$ cat config.mk
export PLATFORM = sky130hd
export DESIGN_NAME = guess_round_ctrl
export DESIGN_NICKNAME = d
export VERILOG_FILES = /design/src/rtl/guess_pkg.sv /design/src/rtl/sec_tick.sv /design/src/rtl/guess_round_ctrl.sv
export SDC_FILE = /design/constraint.sdc
export NUM_CORES = 1
export LEC_CHECK = 0
export ABC_CLOCK_PERIOD_IN_PS = 3450
export CAP_MARGIN = 20
export CELL_PAD_IN_SITES_DETAIL_PLACEMENT = 0
export CELL_PAD_IN_SITES_GLOBAL_PLACEMENT = 2
export CORE_ASPECT_RATIO = 0.9
export CORE_UTILIZATION = 44
export CTS_BUF_LIST = sky130_fd_sc_hd__clkbuf_4
export DETAILED_ROUTE_END_ITERATION = 8
export DONT_BUFFER_PORTS = 1
export PLACE_DENSITY_LB_ADDON = 0.25
export RECOVER_POWER = 100
export SLEW_MARGIN = 20
export SYNTH_ARGS = -nofsm -noshare
export SYNTH_HDL_FRONTEND = slang
export SYNTH_SLANG_ARGS = --single-unit
$ cat constraint.sdc
create_clock -name clk -period 3.45 [get_ports clk]
set_input_delay 0.5175 -clock clk [delete_from_list [all_inputs] [get_ports clk]]
set_output_delay 0.5175 -clock clk [all_outputs]
set_load 0.02 [all_outputs]
$ cat src/rtl/guess_pkg.sv
// Shared types and constants for the number-guessing round sequencer.
package guess_pkg;

    // Round sequencer states.
    typedef enum logic [2:0] {
        ST_IDLE  = 3'd0,
        ST_RUN   = 3'd1,
        ST_CHECK = 3'd2,
        ST_WIN   = 3'd3,
        ST_LOSE  = 3'd4
    } state_t;

    // Hint encoding reported after each checked guess.
    localparam logic [1:0] HINT_NONE  = 2'b00;
    localparam logic [1:0] HINT_LOW   = 2'b01;
    localparam logic [1:0] HINT_HIGH  = 2'b10;
    localparam logic [1:0] HINT_EQUAL = 2'b11;

    // Round length in seconds per difficulty.
    localparam logic [6:0] SECS_EASY = 7'd30;
    localparam logic [6:0] SECS_MED  = 7'd60;
    localparam logic [6:0] SECS_HARD = 7'd90;

    // Difficulty digit to round length; digit 0 is played as difficulty 1.
    function automatic logic [6:0] digit_to_secs(input logic [1:0] digit);
        logic [6:0] secs;
        case (digit)
            2'd2:    secs = SECS_MED;
            2'd3:    secs = SECS_HARD;
            default: secs = SECS_EASY;
        endcase
        return secs;
    endfunction

endpackage

$ cat src/rtl/sec_tick.sv
// One-second prescaler: counts 0..TICK_DIV-1 while enabled and raises a
// single-cycle tick on the terminal count. clr restarts the second.
module sec_tick #(
    parameter int unsigned TICK_DIV = 50_000_000
) (
    input  logic clk,
    input  logic reset,
    input  logic en,
    input  logic clr,
    output logic tick
);

    localparam int unsigned CW = $clog2(TICK_DIV);
    localparam logic [CW-1:0] LAST = CW'(TICK_DIV - 1);

    if (TICK_DIV < 2) begin : g_tick_div_range
        $error("TICK_DIV must be at least 2");
    end

    logic [CW-1:0] cnt_q;
    logic [CW-1:0] cnt_d;

    // Tick is decoded from the registered count so it is glitch-free.
    assign tick = en && (cnt_q == LAST);

    // Next count: clear wins, then wrap on terminal count, else hold when idle.
    always_comb begin
        cnt_d = cnt_q;
        if (clr) begin
            cnt_d = '0;
        end else if (en) begin
            cnt_d = tick ? '0 : cnt_q + 1'b1;
        end
    end

    // Prescaler register.
    always_ff @(posedge clk) begin
        if (reset) begin
            cnt_q <= '0;
        end else begin
            cnt_q <= cnt_d;
        end
    end

endmodule

$ cat src/rtl/guess_round_ctrl.sv
// Round sequencer for the number-guessing game: latches difficulty and
// secret on start, runs a tick-gated countdown, checks guesses through a
// valid/ready handshake and declares WIN or LOSE.
// Optional feature: define GUESS_LIMIT_EN to cap the number of guesses at
// MAX_GUESSES (a wrong guess reaching the cap loses the round).
module guess_round_ctrl
    import guess_pkg::*;
#(
    parameter int unsigned TICK_DIV    = 50_000_000,
    parameter int unsigned MAX_GUESSES = 7
) (
    input  logic       clk,
    input  logic       reset,
    input  logic       start,
    input  logic [1:0] Max_digit,
    input  logic [9:0] secret,
    input  logic [9:0] guess,
    input  logic       guess_valid,
    output logic       guess_ready,
    output logic [6:0] seconds_left,
    output logic [1:0] hint,
    output logic       win,
    output logic       lose,
    output logic       running
);

    // The guess counter is 4 bits wide.
    if (MAX_GUESSES < 1 || MAX_GUESSES > 15) begin : g_max_guesses_range
        $error("MAX_GUESSES must be in 1..15");
    end

    state_t     state_q, state_d;
    logic [6:0] sec_q, sec_d;
    logic [1:0] hint_q, hint_d;
    logic [9:0] secret_q, secret_d;
    logic [9:0] guess_q, guess_d;
    logic       tick;
    logic       tick_clr;
    logic       last_tick;
    logic       live;

`ifdef GUESS_LIMIT_EN
    localparam logic [3:0] MAX_G = 4'(MAX_GUESSES);
    logic [3:0] gcnt_q, gcnt_d;
`endif

    assign live = (state_q == ST_RUN) || (state_q == ST_CHECK);

    sec_tick #(
        .TICK_DIV (TICK_DIV)
    ) u_sec_tick (
        .clk   (clk),
        .reset (reset),
        .en    (live),
        .clr   (tick_clr),
        .tick  (tick)
    );

    // The tick that takes the countdown from 1 to 0 ends the round.
    assign last_tick = tick && (sec_q == 7'd1);

    // Next-state logic for the round sequencer and its datapath registers.
    always_comb begin
        state_d  = state_q;
        sec_d    = sec_q;
        hint_d   = hint_q;
        secret_d = secret_q;
        guess_d  = guess_q;
        tick_clr = 1'b0;
`ifdef GUESS_LIMIT_EN
        gcnt_d   = gcnt_q;
`endif
        case (state_q)
            ST_IDLE, ST_WIN, ST_LOSE: begin
                if (start) begin
                    state_d  = ST_RUN;
                    sec_d    = digit_to_secs(Max_digit);
                    hint_d   = HINT_NONE;
                    secret_d = secret;
                    tick_clr = 1'b1;
`ifdef GUESS_LIMIT_EN
                    gcnt_d   = '0;
`endif
                end
            end
            ST_RUN: begin
                if (tick && sec_q != 7'd0) begin
                    sec_d = sec_q - 7'd1;
                end
                // Timeout beats a simultaneous guess; the guess is dropped.
                if (last_tick) begin
                    state_d = ST_LOSE;
                end else if (guess_valid) begin
                    guess_d = guess;
                    state_d = ST_CHECK;
                end
            end
            ST_CHECK: begin
                if (tick && sec_q != 7'd0) begin
                    sec_d = sec_q - 7'd1;
                end
                if (guess_q < secret_q) begin
                    hint_d = HINT_LOW;
                end else if (guess_q > secret_q) begin
                    hint_d = HINT_HIGH;
                end else begin
                    hint_d = HINT_EQUAL;
                end
`ifdef GUESS_LIMIT_EN
                gcnt_d = gcnt_q + 4'd1;
`endif
                // An equal guess wins even if the final tick lands now.
                if (guess_q == secret_q) begin
                    state_d = ST_WIN;
                end else if (last_tick) begin
                    state_d = ST_LOSE;
`ifdef GUESS_LIMIT_EN
                end else if (gcnt_q + 4'd1 == MAX_G) begin
                    state_d = ST_LOSE;
`endif
                end else begin
                    state_d = ST_RUN;
                end
            end
            default: begin
                state_d = ST_IDLE;
            end
        endcase
    end

    // Control registers: state, countdown, hint and guess count.
    always_ff @(posedge clk) begin
        if (reset) begin
            state_q <= ST_IDLE;
            sec_q   <= 7'd0;
            hint_q  <= HINT_NONE;
`ifdef GUESS_LIMIT_EN
            gcnt_q  <= 4'd0;
`endif
        end else begin
            state_q <= state_d;
            sec_q   <= sec_d;
            hint_q  <= hint_d;
`ifdef GUESS_LIMIT_EN
            gcnt_q  <= gcnt_d;
`endif
        end
    end

    // Latched secret and captured guess; only meaningful once a round starts.
    always_ff @(posedge clk) begin
        secret_q <= secret_d;
        guess_q  <= guess_d;
    end

    assign guess_ready  = (state_q == ST_RUN) && !last_tick;
    assign seconds_left = sec_q;
    assign hint         = hint_q;
    assign win          = (state_q == ST_WIN);
    assign lose         = (state_q == ST_LOSE);
    assign running      = live;

endmodule

* After elaboration in Yosys (flattened, before gate mapping)
Cells that the tools add are included.
Operators by class: equality and inequality tests 12, $add $sub $neg 2, bitwise gates (word level) 1, order comparisons 2, muxes and demuxes 17, reduce and logical (&&, ||, !) cells 18
Operators with widths (number):
- one-hot mux 7 bit (2 select lines) | 2
- adder 26 x 1 -> 26 bit (second input constant) | 1
- == test 26 bit (second input constant) | 1
- 2-to-1 mux 26 bit | 1
- 2-to-1 mux 3 bit | 5
- 2-to-1 mux 7 bit | 2
- == test 10 bit | 1
- greater-than comparator 10 bit | 1
- less-than comparator 10 bit | 1
- one-hot mux 3 bit (3 select lines) | 1
- == test 7 x 1 -> 1 bit (second input constant) | 1
- nonzero test 7 bit | 1
- subtractor 7 x 1 -> 7 bit (second input constant) | 1
- == test 3 x 2 -> 1 bit (second input constant) | 2
- AND reduction 2 bit | 3
- AND reduction 3 bit | 2
- == test 2 bit (second input constant) | 2
- logical AND 1 bit | 4
- 2-to-1 mux 2 bit | 2
- one-hot mux 2 bit (2 select lines) | 1
- nonzero test 2 bit | 2
- OR reduction 2 bit | 2
- == test 3 x 1 -> 1 bit (second input constant) | 1
- == test 3 bit (second input constant) | 1
- 9 further kinds | 11
Storage, ports and cells: register bits after elaboration 58, input bits 26, output and inout port bits 13, word-level logic and storage cells 58

* Logic depth before layout (Yosys ltp)
Gate-level depths: netlist of run 1.
depth in word-level cells 7, mapped depth 8, gate-level depth less buffers 7

* By module
Synthesis of run 1 repeated with hierarchy kept, for this count alone.
Second synthesis, totals: cells, all modules 315, area total of the unflattened synthesis 3022.9 um^2
By module, submodules not included:
- guess_round_ctrl | instances 1, cells each 159, area an instance 1679.1 um^2, seq. area each 840.8 um^2
- sec_tick | instances 1, cells each 156, area an instance 1343.8 um^2, seq. area each 520.5 um^2

* Least setup slack after synthesis of run 1
OpenSTA, ideal clock, no wires.
kind flip-flop to flip-flop, start point register state_q[1], end point register u_sec_tick.cnt_q[10], path buffers 2, data required time 3.322 ns, setup slack 1.362 ns, setup time 0.128 ns, arrival time 1.961 ns, period minus slack after synthesis 2.088 ns, cell stages (with the launch flop) 9, cells stage by stage dfxtp_1 -> clkbuf_1 -> and3b_2 -> o21ai_0 -> inv_1 -> nor2_1 -> nand2_1 -> clkbuf_1 -> nor2_1
Between the ends: cells in the longest elaborated chain, start to end 4, elaborated cells between the ends (all ways) 11, classes of those cells 4 x eq/ne; 2 x mux; 5 x reduce/logical
Ends and longest elaborated chain:
- from (decl) | line guess_round_ctrl.sv:32 | state_t state_q, state_d;
- from (signal assigned) | line guess_round_ctrl.sv:141 | state_q <= state_d;
- == test 3 x 2 -> 1 bit
- net win | line guess_round_ctrl.sv:22 | output logic win,
- OR reduction 3 bit | line guess_round_ctrl.sv:73 | case (state_q)
- 2-to-1 mux 1 bit | line guess_round_ctrl.sv:73
- net tick_clr | line guess_round_ctrl.sv:38 | logic tick_clr;
- OR reduction 2 bit (no source line)
- to (signal assigned) | line sec_tick.sv:41 | cnt_q <= cnt_d;
- to (decl) | line sec_tick.sv:20 | logic [CW-1:0] cnt_q;
The timed path passes the listed nets, and every way through them passes these cells. A chain may end at the register's enable or synchronous reset.

* Worst setup path after layout of run 1
start point register sec_q[2] (netlist: seconds_left[2]), end point output port guess_ready
Between the ends: cells in the longest elaborated chain, start to end 4
Ends and longest elaborated chain:
- from (decl) | line guess_round_ctrl.sv:33 | logic [6:0] sec_q, sec_d;
- from (signal assigned) | line guess_round_ctrl.sv:135 | sec_q <= 7'd0;
- from (signal assigned) | line guess_round_ctrl.sv:142 | sec_q <= sec_d;
- == test 7 x 1 -> 1 bit | line guess_round_ctrl.sv:60 | assign last_tick = tick && (sec_q == 7'd1);
- logical AND 1 bit | line guess_round_ctrl.sv:60
- zero test 1 bit | line guess_round_ctrl.sv:156 | assign guess_ready = (state_q == ST_RUN) && !last_tick;
- logical AND 1 bit | line guess_round_ctrl.sv:156
- to (decl) | line guess_round_ctrl.sv:19 | output logic guess_ready,
Every way passes these cells.

==> results of run 1 <==
-- metrics by stage --
step | power [mW] | util | hold WS, ps
finish | 1.53 | 0.506 | 175
global route | 1.61 | 0.506 | 125
CTS | 1.55 | 0.508 | 142
detailed placement | 0.970 | 0.481 | 473
global placement | 0.972 | 0.481 | 455
floorplan | 0.924 | - | 444
-- cell families after synthesis --
group / synth area share
flip-flops: 0.465
buffers and inverters: 0.0402
AO/OA/AOI/OAI: 0.102
adder cells (fa/ha/maj): 0.0598
multiplexers: 0.00384
AND/OR/NAND/NOR: 0.258
XOR/XNOR: 0.0713
-- worst reg2reg max path, stage by stage, from the launching register on --
cell and delay (ps):
sky130_fd_sc_hd__dfxtp_1 550, sky130_fd_sc_hd__xor2_2 350, sky130_fd_sc_hd__nand3_1 110, sky130_fd_sc_hd__clkbuf_1 290, sky130_fd_sc_hd__or3_1 490, sky130_fd_sc_hd__nand2_1 560
sky130_fd_sc_hd__nor2_1 120
-- flip-flops by register name, indices dropped and copies added, names as in the netlist --
name and count:
guess_q 10, hint 2, secret_q 10, seconds_left 7, u_sec_tick.cnt_q 26, state_q 3
-- cell type report --
cell class,instances,share of cell area
multi-input cells,224,0.454
flip-flops and latches,58,0.428
well taps,87,0.0342
repair buffers,2,0.00236
clock inverters,7,0.0319
clock buffers,9,0.0212
inverters,24,0.0283
-- where the power goes --
part | switching (mW) | internal, mW | total [mW]
Sequential | 0.0365 | 0.742 | 0.778
Clock | 0.276 | 0.300 | 0.575
Combinational | 0.117 | 0.0583 | 0.175
Total | 0.429 | 1.10 | 1.53
-- layer usage --
layer,track usage,up-vias,routed length [um]
li1,-,1139,-
met1,0.302,997,3290
met2,0.262,53,2510
met3,0.0858,2,347
met4,0.0574,0,29
met5,0,-,0
-- how the worst max path moves through the flow --
stage | start | end | slack, ps | cells past startpoint
2_1_floorplan | state_q[1] | u_sec_tick.cnt_q[10] | 1360 | 8
3_3_place_gp | state_q[1] | u_sec_tick.cnt_q[23] | 970 | 6
3_5_place_dp | state_q[1] | u_sec_tick.cnt_q[20] | 930 | 6
4_1_cts | seconds_left[2] | guess_ready | 650 | 4
5_1_grt | state_q[1] | guess_ready | 390 | 4
6_report | seconds_left[2] | guess_ready | 660 | 4
-- layout by cell type (no fill, tap or decap), types with 2 or more instances in the layout --
master                       instances
sky130_fd_sc_hd__edfxtp_1           20
sky130_fd_sc_hd__nand4_1             9
sky130_fd_sc_hd__a21o_1              2
sky130_fd_sc_hd__nand2_1            19
sky130_fd_sc_hd__nand2b_1            2
sky130_fd_sc_hd__nor4bb_1            2
sky130_fd_sc_hd__a41o_1              2
sky130_fd_sc_hd__o21ai_0            10
sky130_fd_sc_hd__nor2b_1             5
sky130_fd_sc_hd__and2_1              3
sky130_fd_sc_hd__a21oi_1            16
sky130_fd_sc_hd__xnor2_1            18
sky130_fd_sc_hd__clkbuf_1            2
sky130_fd_sc_hd__and4_1              6
sky130_fd_sc_hd__or3_1               5
sky130_fd_sc_hd__nor3_1             11
sky130_fd_sc_hd__and3_1              4
sky130_fd_sc_hd__nor2_1             38
sky130_fd_sc_hd__clkbuf_4            9
sky130_fd_sc_hd__inv_6               2
sky130_fd_sc_hd__nand3b_1            2
sky130_fd_sc_hd__xor2_1              4
sky130_fd_sc_hd__nor4_1              8
sky130_fd_sc_hd__a31oi_1             6
sky130_fd_sc_hd__o211ai_1            2
sky130_fd_sc_hd__bufinv_16           2
sky130_fd_sc_hd__o31ai_1             2
sky130_fd_sc_hd__dfxtp_1            38
sky130_fd_sc_hd__inv_1              24
sky130_fd_sc_hd__clkinvlp_4          2
sky130_fd_sc_hd__nand3_1            16
sky130_fd_sc_hd__ha_1               14
sky130_fd_sc_hd__and3b_1             2
==> run summary, run 1 <==
The run finished with clean final reports. The instance count of the mapped netlist is 313. Along the worst hold path, the cell count comes to 1.

For this design, the slowest cell found on the critical path is sky130_fd_sc_hd__nor4_1. The fraction of layout cells with a size suffix above 1 is 0.0648. The synthesized netlist net count came out at 353. In this run the power density over the cells is 480 mW/mm^2. The post-layout instance area is 0.00318 mm^2. In the synthesized netlist the async set-or-reset flop fraction comes to 0. The reg-to-reg setup timing slack came out at 840 ps. The effective utilization at floorplan came out at 0.466. TritonCTS built the clock tree. The headroom to the max-slew limit came out at 0.474. The total cell area at the placement stage came out at 0.00303 mm^2. The via count normalized by instance count is 5.33. For this run, the number of Yosys warnings is 0. The endpoint of the worst register-to-register path is u_sec_tick.cnt_q[20].

The count of port buffers added during placement is 0. The pin count of the biggest net entering global routing came out at 22. The number of pins with negative max-slew slack in the final report was 0. Setup violations remaining at the end of the flow were counted as 0. TritonCTS created 9 clock buffers. The floorplan has 27 rows. The overall die height is 79.4 um. In this run the clock root is driven by a sky130_fd_sc_hd__clkbuf_4. In this run the worst hold path is classified as in -> reg. The path with the worst hold slack has its endpoint at seconds_left[4]. Traced cell by cell, the critical path runs through nor4_1 -> nor2b_1 -> nand4_1 -> and2_0.

Clock tree synthesis found a total of 58 sinks. The combined global-route utilization of all metal layers came out at 0.203. Sorting the synthesized cells by how often they occur yields sky130_fd_sc_hd__dfxtp_1 (38), sky130_fd_sc_hd__nor2_1 (38), sky130_fd_sc_hd__inv_1 (24).

The hold-fix buffer count after cts is 0. The sequential cells in the finished layout cover a total of 0.00136 mm^2. The number of cells on the worst reg-to-reg path is 6. In this run the critical register-to-register path is launched from state_q[1].

The area growth from synthesis to layout is 8.63%. The weighted congestion reported at the end of routability-driven placement came out at 0.834. The combined area of the multi-input logic cells is 0.00145 mm^2. Ranked by total cell area, the synthesized netlist is headed by sky130_fd_sc_hd__dfxtp_1 (26%), sky130_fd_sc_hd__edfxtp_1 (21%), sky130_fd_sc_hd__ha_1 (6.0%), sky130_fd_sc_hd__xnor2_1 (5.4%), sky130_fd_sc_hd__nor2_1 (4.9%). Data arrives at the worst endpoint at 2280 ps. The antenna cell count came out at 0. For this block, the routed nets add up to 6170 um of wire. The category of the worst setup path launch point is a flip-flop. In this run the most critical hold path is launched from reset.

In the finished design, the share of the clock period the worst path needs comes to 0.810. Leaving out filler cells and counting taps, the final layout contains 411. The clock tree synthesis step divided the H-tree into 3 levels.

The share of the synthesized area in the top cell type is 0.260. The number of global-route vias before repair came to 2058. For the worst-skew pair, the clock arrives at the later sink with an insertion delay of 390 ps.

The die width is 88.0 um. After synthesis the cells add up to 0.00293 mm^2. The synthesized design contains 20 enable-type register cells. The delay of the slowest critical-path stage is 550 ps. The number of I/O pins is 39. The count of unique library cells instantiated by Yosys is 47.

The floorplan die area is 0.00699 mm^2. For this run, the leading register cell type out of synthesis is sky130_fd_sc_hd__dfxtp_1. Buffers added to address setup during post-CTS repair amount to 0. Summed over all failing endpoints, the final setup total negative slack is 0 ps. For this run, the register share of the synthesized area comes to 0.465. The global-route wire length before repair is 10600 um. The data required time at the worst endpoint is 2930 ps. The number of buffer and inverter stages on the critical path is 0. Across the VDD grid, the largest voltage drop is 0.000289 V. The worst slack after detailed placement is 926 ps.

Among cell families on the critical path, the largest total delay comes from simple AND/OR/NAND/NOR gates. The average wire per standard cell came out at 15.0 um. At the end of the flow, the number of nets in the layout was 359. The area of the core is 0.00628 mm^2. The least setup slack across all paths after layout is 656 ps. Setup repair after global routing left no endpoint under its margin. The number of antenna violations at the first check in global routing is 0. The final antenna-violating net count is 0. The cell count after placement came out at 395.

The transition time of the tightest slew-check pin came out at 783 ps. The fmax came out at 0.358 GHz. After clock tree synthesis, the repair step resized 0 gates.

The static leakage came out at 1.08 nW. The clock tree skew after final layout is 7.77 ps. The number of failing hold endpoints at the final stage came out at 0. The synthesized design contains 58 register bits.

The worst setup path is captured at a primary output. The maximum fanout along the worst path came out at 7. The sum of net half-perimeters after detailed placement is 4530 um. After the first detailed-routing iteration, the DRC count stood at 116. The max-cap violation count is 0. After clock tree synthesis, the clock-pin slew on the worst setup and hold paths is 110 ps. The time the worst path needs with I/O delays and setup is 2790 ps. The number of fillers in the final layout came out at 618. The synthesized area per cell is 9.36 um^2. No sink is reached through more buffers than the 2 on the longest clock path. After global routing the overflow that remains totals 0. In the routed design, unresolved DRC markers number 0. The biggest area contributor in the post-synthesis netlist is sky130_fd_sc_hd__dfxtp_1. The number of vias in the routed layout came out at 2191. The setup path with the least slack is of type reg -> out.

Before antenna repair, the detailed router went through 4 iterations.
Note: power is estimated with default switching activity, not from simulation.
==> run 2: changes to the inputs <==
- ABC_CLOCK_PERIOD_IN_PS: 3450 -> 2260
- CORE_UTILIZATION: 44 -> 37
- clock period: 3.45 -> 2.26 ns (I/O delays scaled with it)
==> run 2 against run 1 <==
Compared with the run above:
- wire length grew 9.3%
- total power grew 50%
- global-route usage shrank 1.9 points
- via count grew 9.3%
- critical endpoint unchanged
==> run summary, run 2 (synthesis gave the netlist of run 1 again) <==
The sequential power share came out at 0.515 (+0.006). The global-route wire length before repair is 11400 um (+8.2%). The routed length on met3 came out at 276 um (-20%). The length of routed wiring on met1 is 3300 um (+0.12%). The max-cap violation count came out at 0 (unchanged). The effective utilization at floorplan came out at 0.384 (-0.0817).

The flow ran to the end, and the final reports show no timing, DRC or antenna violations. The die width came out at 95.8 um (+8.8%). In the finished design, the share of the clock period the worst path needs comes to 0.947. The final routed wirelength across all metal layers came out at 6750 um (+9.3%). The combined global-route utilization of all metal layers came out at 0.185 (-0.0185). The combinational share of power is 0.154 (+0.039). The via count normalized by instance count is 5.20 (-2.4%).

The row count came to 30 (+11%). The final antenna-violating net count is 0 (unchanged). The latest clock arrival within the worst-skew pair is 420 ps (+30 ps). The peak supply drop is 0.000372 V (+28%).

The least setup slack across all paths after layout was 119 ps (-537 ps). The weighted congestion reported at the end of routability-driven placement was 0.782 (-6.3%). The net switching share of the total power is 0.295 (+0.0143). The final routed DRC violation total is 0 (unchanged). The number of I/O pins is 39 (unchanged). The area growth from synthesis to layout came out at 21.4%. The final design utilization is 0.467 (-0.0399). The transition time of the tightest slew-check pin was 777 ps (-5.84 ps). The maximum fanout along the worst path was 3 (-4). The floorplan die area came out at 0.00828 mm^2 (+18%). The fmax is 0.467 GHz. The category of the worst setup path launch point is a flip-flop.

The overall die height is 86.4 um (+8.8%). Ranked by flip-flop count, first place goes to u_sec_tick.cnt_q. The nature of the critical path endpoint is a primary output.

The worst min-delay path category is in -> reg. The power dissipated by switching net loads came out at 0.675 mW (+57%). The CTS tree is built. The internal power contribution is 1.61 mW (+47%).

The final number of setup-violating endpoints is 0 (unchanged). The static leakage is 1.24 nW (+15%). The clock slew at the register clock pins of the worst setup and hold paths was 110 ps (about the same). The arrival time of the worst setup path came out at 1800 ps (-480 ps). The detailed-router iteration count before antenna repair was 4 (unchanged). The antenna cell count came out at 0 (unchanged).

The average wire per standard cell is 14.7 um (-2.3%). The maximum root-to-sink buffer count came out at 2 (unchanged). The total number of H-tree levels came out at 3 (unchanged). The time the worst path needs with I/O delays and setup came out at 2140 ps. The sum of net half-perimeters after detailed placement is 4770 um (+5.3%). The pin count of the biggest net entering global routing is 22 (unchanged). The number of antenna violations at the first check in global routing is 0 (unchanged).

The count of port buffers added during placement came out at 0 (unchanged). The reg-to-reg setup timing slack was 140 ps (-700 ps). The cell count after placement came out at 421 (+6.6%).

The areal power density over the cells is 643 mW/mm^2 (+34%). The area of the core came out at 0.00762 mm^2 (+21%). The sum of negative setup slack was 0 ps (unchanged).

The data required time at the worst endpoint is 1920 ps (-1010 ps). The total clock buffers created by CTS came out at 9 (unchanged). The flip-flop count of the largest register after layout is 26 (unchanged).

The worst slack after detailed placement was 176 ps (-750 ps). The total met2 wirelength after detailed routing came out at 3090 um (+23%). The clock tree skew after final layout came out at 14.8 ps (+6.98 ps). The number of clock sinks is 58 (unchanged). The total congestion overflow is 0 (unchanged).

The headroom to the max-slew limit is 0.482 (+0.00791). The number of failing hold endpoints at the final stage came out at 0 (unchanged). The largest registers in the layout are u_sec_tick.cnt_q (26), guess_q (10), secret_q (10).

The number of cells in the finished layout apart from fillers was 460 (+12%). The number of global-route vias before repair came to 2346 (+14%). The count of nets after finishing came out at 399 (+11%).

The number of pins with negative max-slew slack in the final report came out at 0 (unchanged). The proportion of power drawn by the clock network is 0.332 (-0.044). The number of vias in the routed layout is 2394 (+9.3%). Leaving out fill and tap cells, the most frequent cell in the layout is sky130_fd_sc_hd__nor2_1. After detailed routing, no signal wire sits above met4. The tree is rooted in a sky130_fd_sc_hd__clkbuf_4. The fraction of layout cells with a size suffix above 1 came out at 0.129 (+0.0643). The first-iteration detailed-routing DRC count was 143 (+23%). The worst setup path is of the reg -> out kind.

The worst hold slack across all endpoints came out at 85.4 ps (-89.6 ps). In the layout the commonest cells are sky130_fd_sc_hd__nor2_1 (38), sky130_fd_sc_hd__dfxtp_1 (33), sky130_fd_sc_hd__inv_1 (24).
==> run 2: cell count changes in the layout (fill, tap and decap cells not counted), sizes merged <==
cell / previous run / this run
buf: 0 / 15
bufinv: 2 / 1
inv: 26 / 24
clkbuf: 11 / 15
clkinvlp: 2 / 3
clkinv: 1 / 3
dlygate4sd3: 0 / 21
==> run 2: critical path, cell delays in order, from the launching register on <==
cell,delay [ps]
sky130_fd_sc_hd__dfxtp_2,360
sky130_fd_sc_hd__ha_1,150
sky130_fd_sc_hd__and4b_2,240
sky130_fd_sc_hd__and4_2,240
sky130_fd_sc_hd__nand4_1,170
sky130_fd_sc_hd__and2_4,230
==> run 2: cell type report <==
cell class | count | area (um^2)
clock buffer | 9 | 67.6
clock inverter | 7 | 70.1
fill | 753 | 4070
inverter | 24 | 90.1
multi-input combinational | 224 | 1480
sequential | 58 | 1370
tap | 96 | 120
timing repair buffer | 42 | 358
==> run 2: layer usage <==
layer / GRT usage / up-vias
met3: 0.0614 / 10
met5: 0 / -
met2: 0.294 / 48
met1: 0.236 / 1112
li1: - / 1224
met4: 0.0611 / 0
==> run 2: per-stage QoR <==
stage	cell area [um^2]	total power, mW
global placement	3180	1.53
global route	3550	2.41
floorplan	2930	1.41
detailed placement	3180	1.52
finish	3550	2.29
CTS	3540	2.32
==> run 2: path summary, 6_finish.rpt <==
path | startpoint | cells after the start | to
worst max-delay path | u_sec_tick.cnt_q[0] | 5 | guess_ready
worst max register to register | u_sec_tick.cnt_q[0] | 6 | guess_q[9]
worst min register to register | u_sec_tick.cnt_q[1] | 2 | u_sec_tick.cnt_q[1]
worst min-delay path | reset | 2 | state_q[1]
==> run 2: what timing repair did <==
action                                 CTS  global route
setup buffers                            1             1
hold buffers                            21             0
resized for setup                        4             9
endpoints found under the hold margin   27             0
setup endpoints to repair                1            12
pin swaps                                1             0
==> run 2: power groups by stage <==
stage,combinational [mW],clock [mW],sequential [mW]
floorplan,0.210,0,1.20
global placement,0.328,0,1.20
detailed placement,0.325,0,1.20
CTS,0.361,0.785,1.17
global route,0.396,0.829,1.19
finish,0.352,0.758,1.18
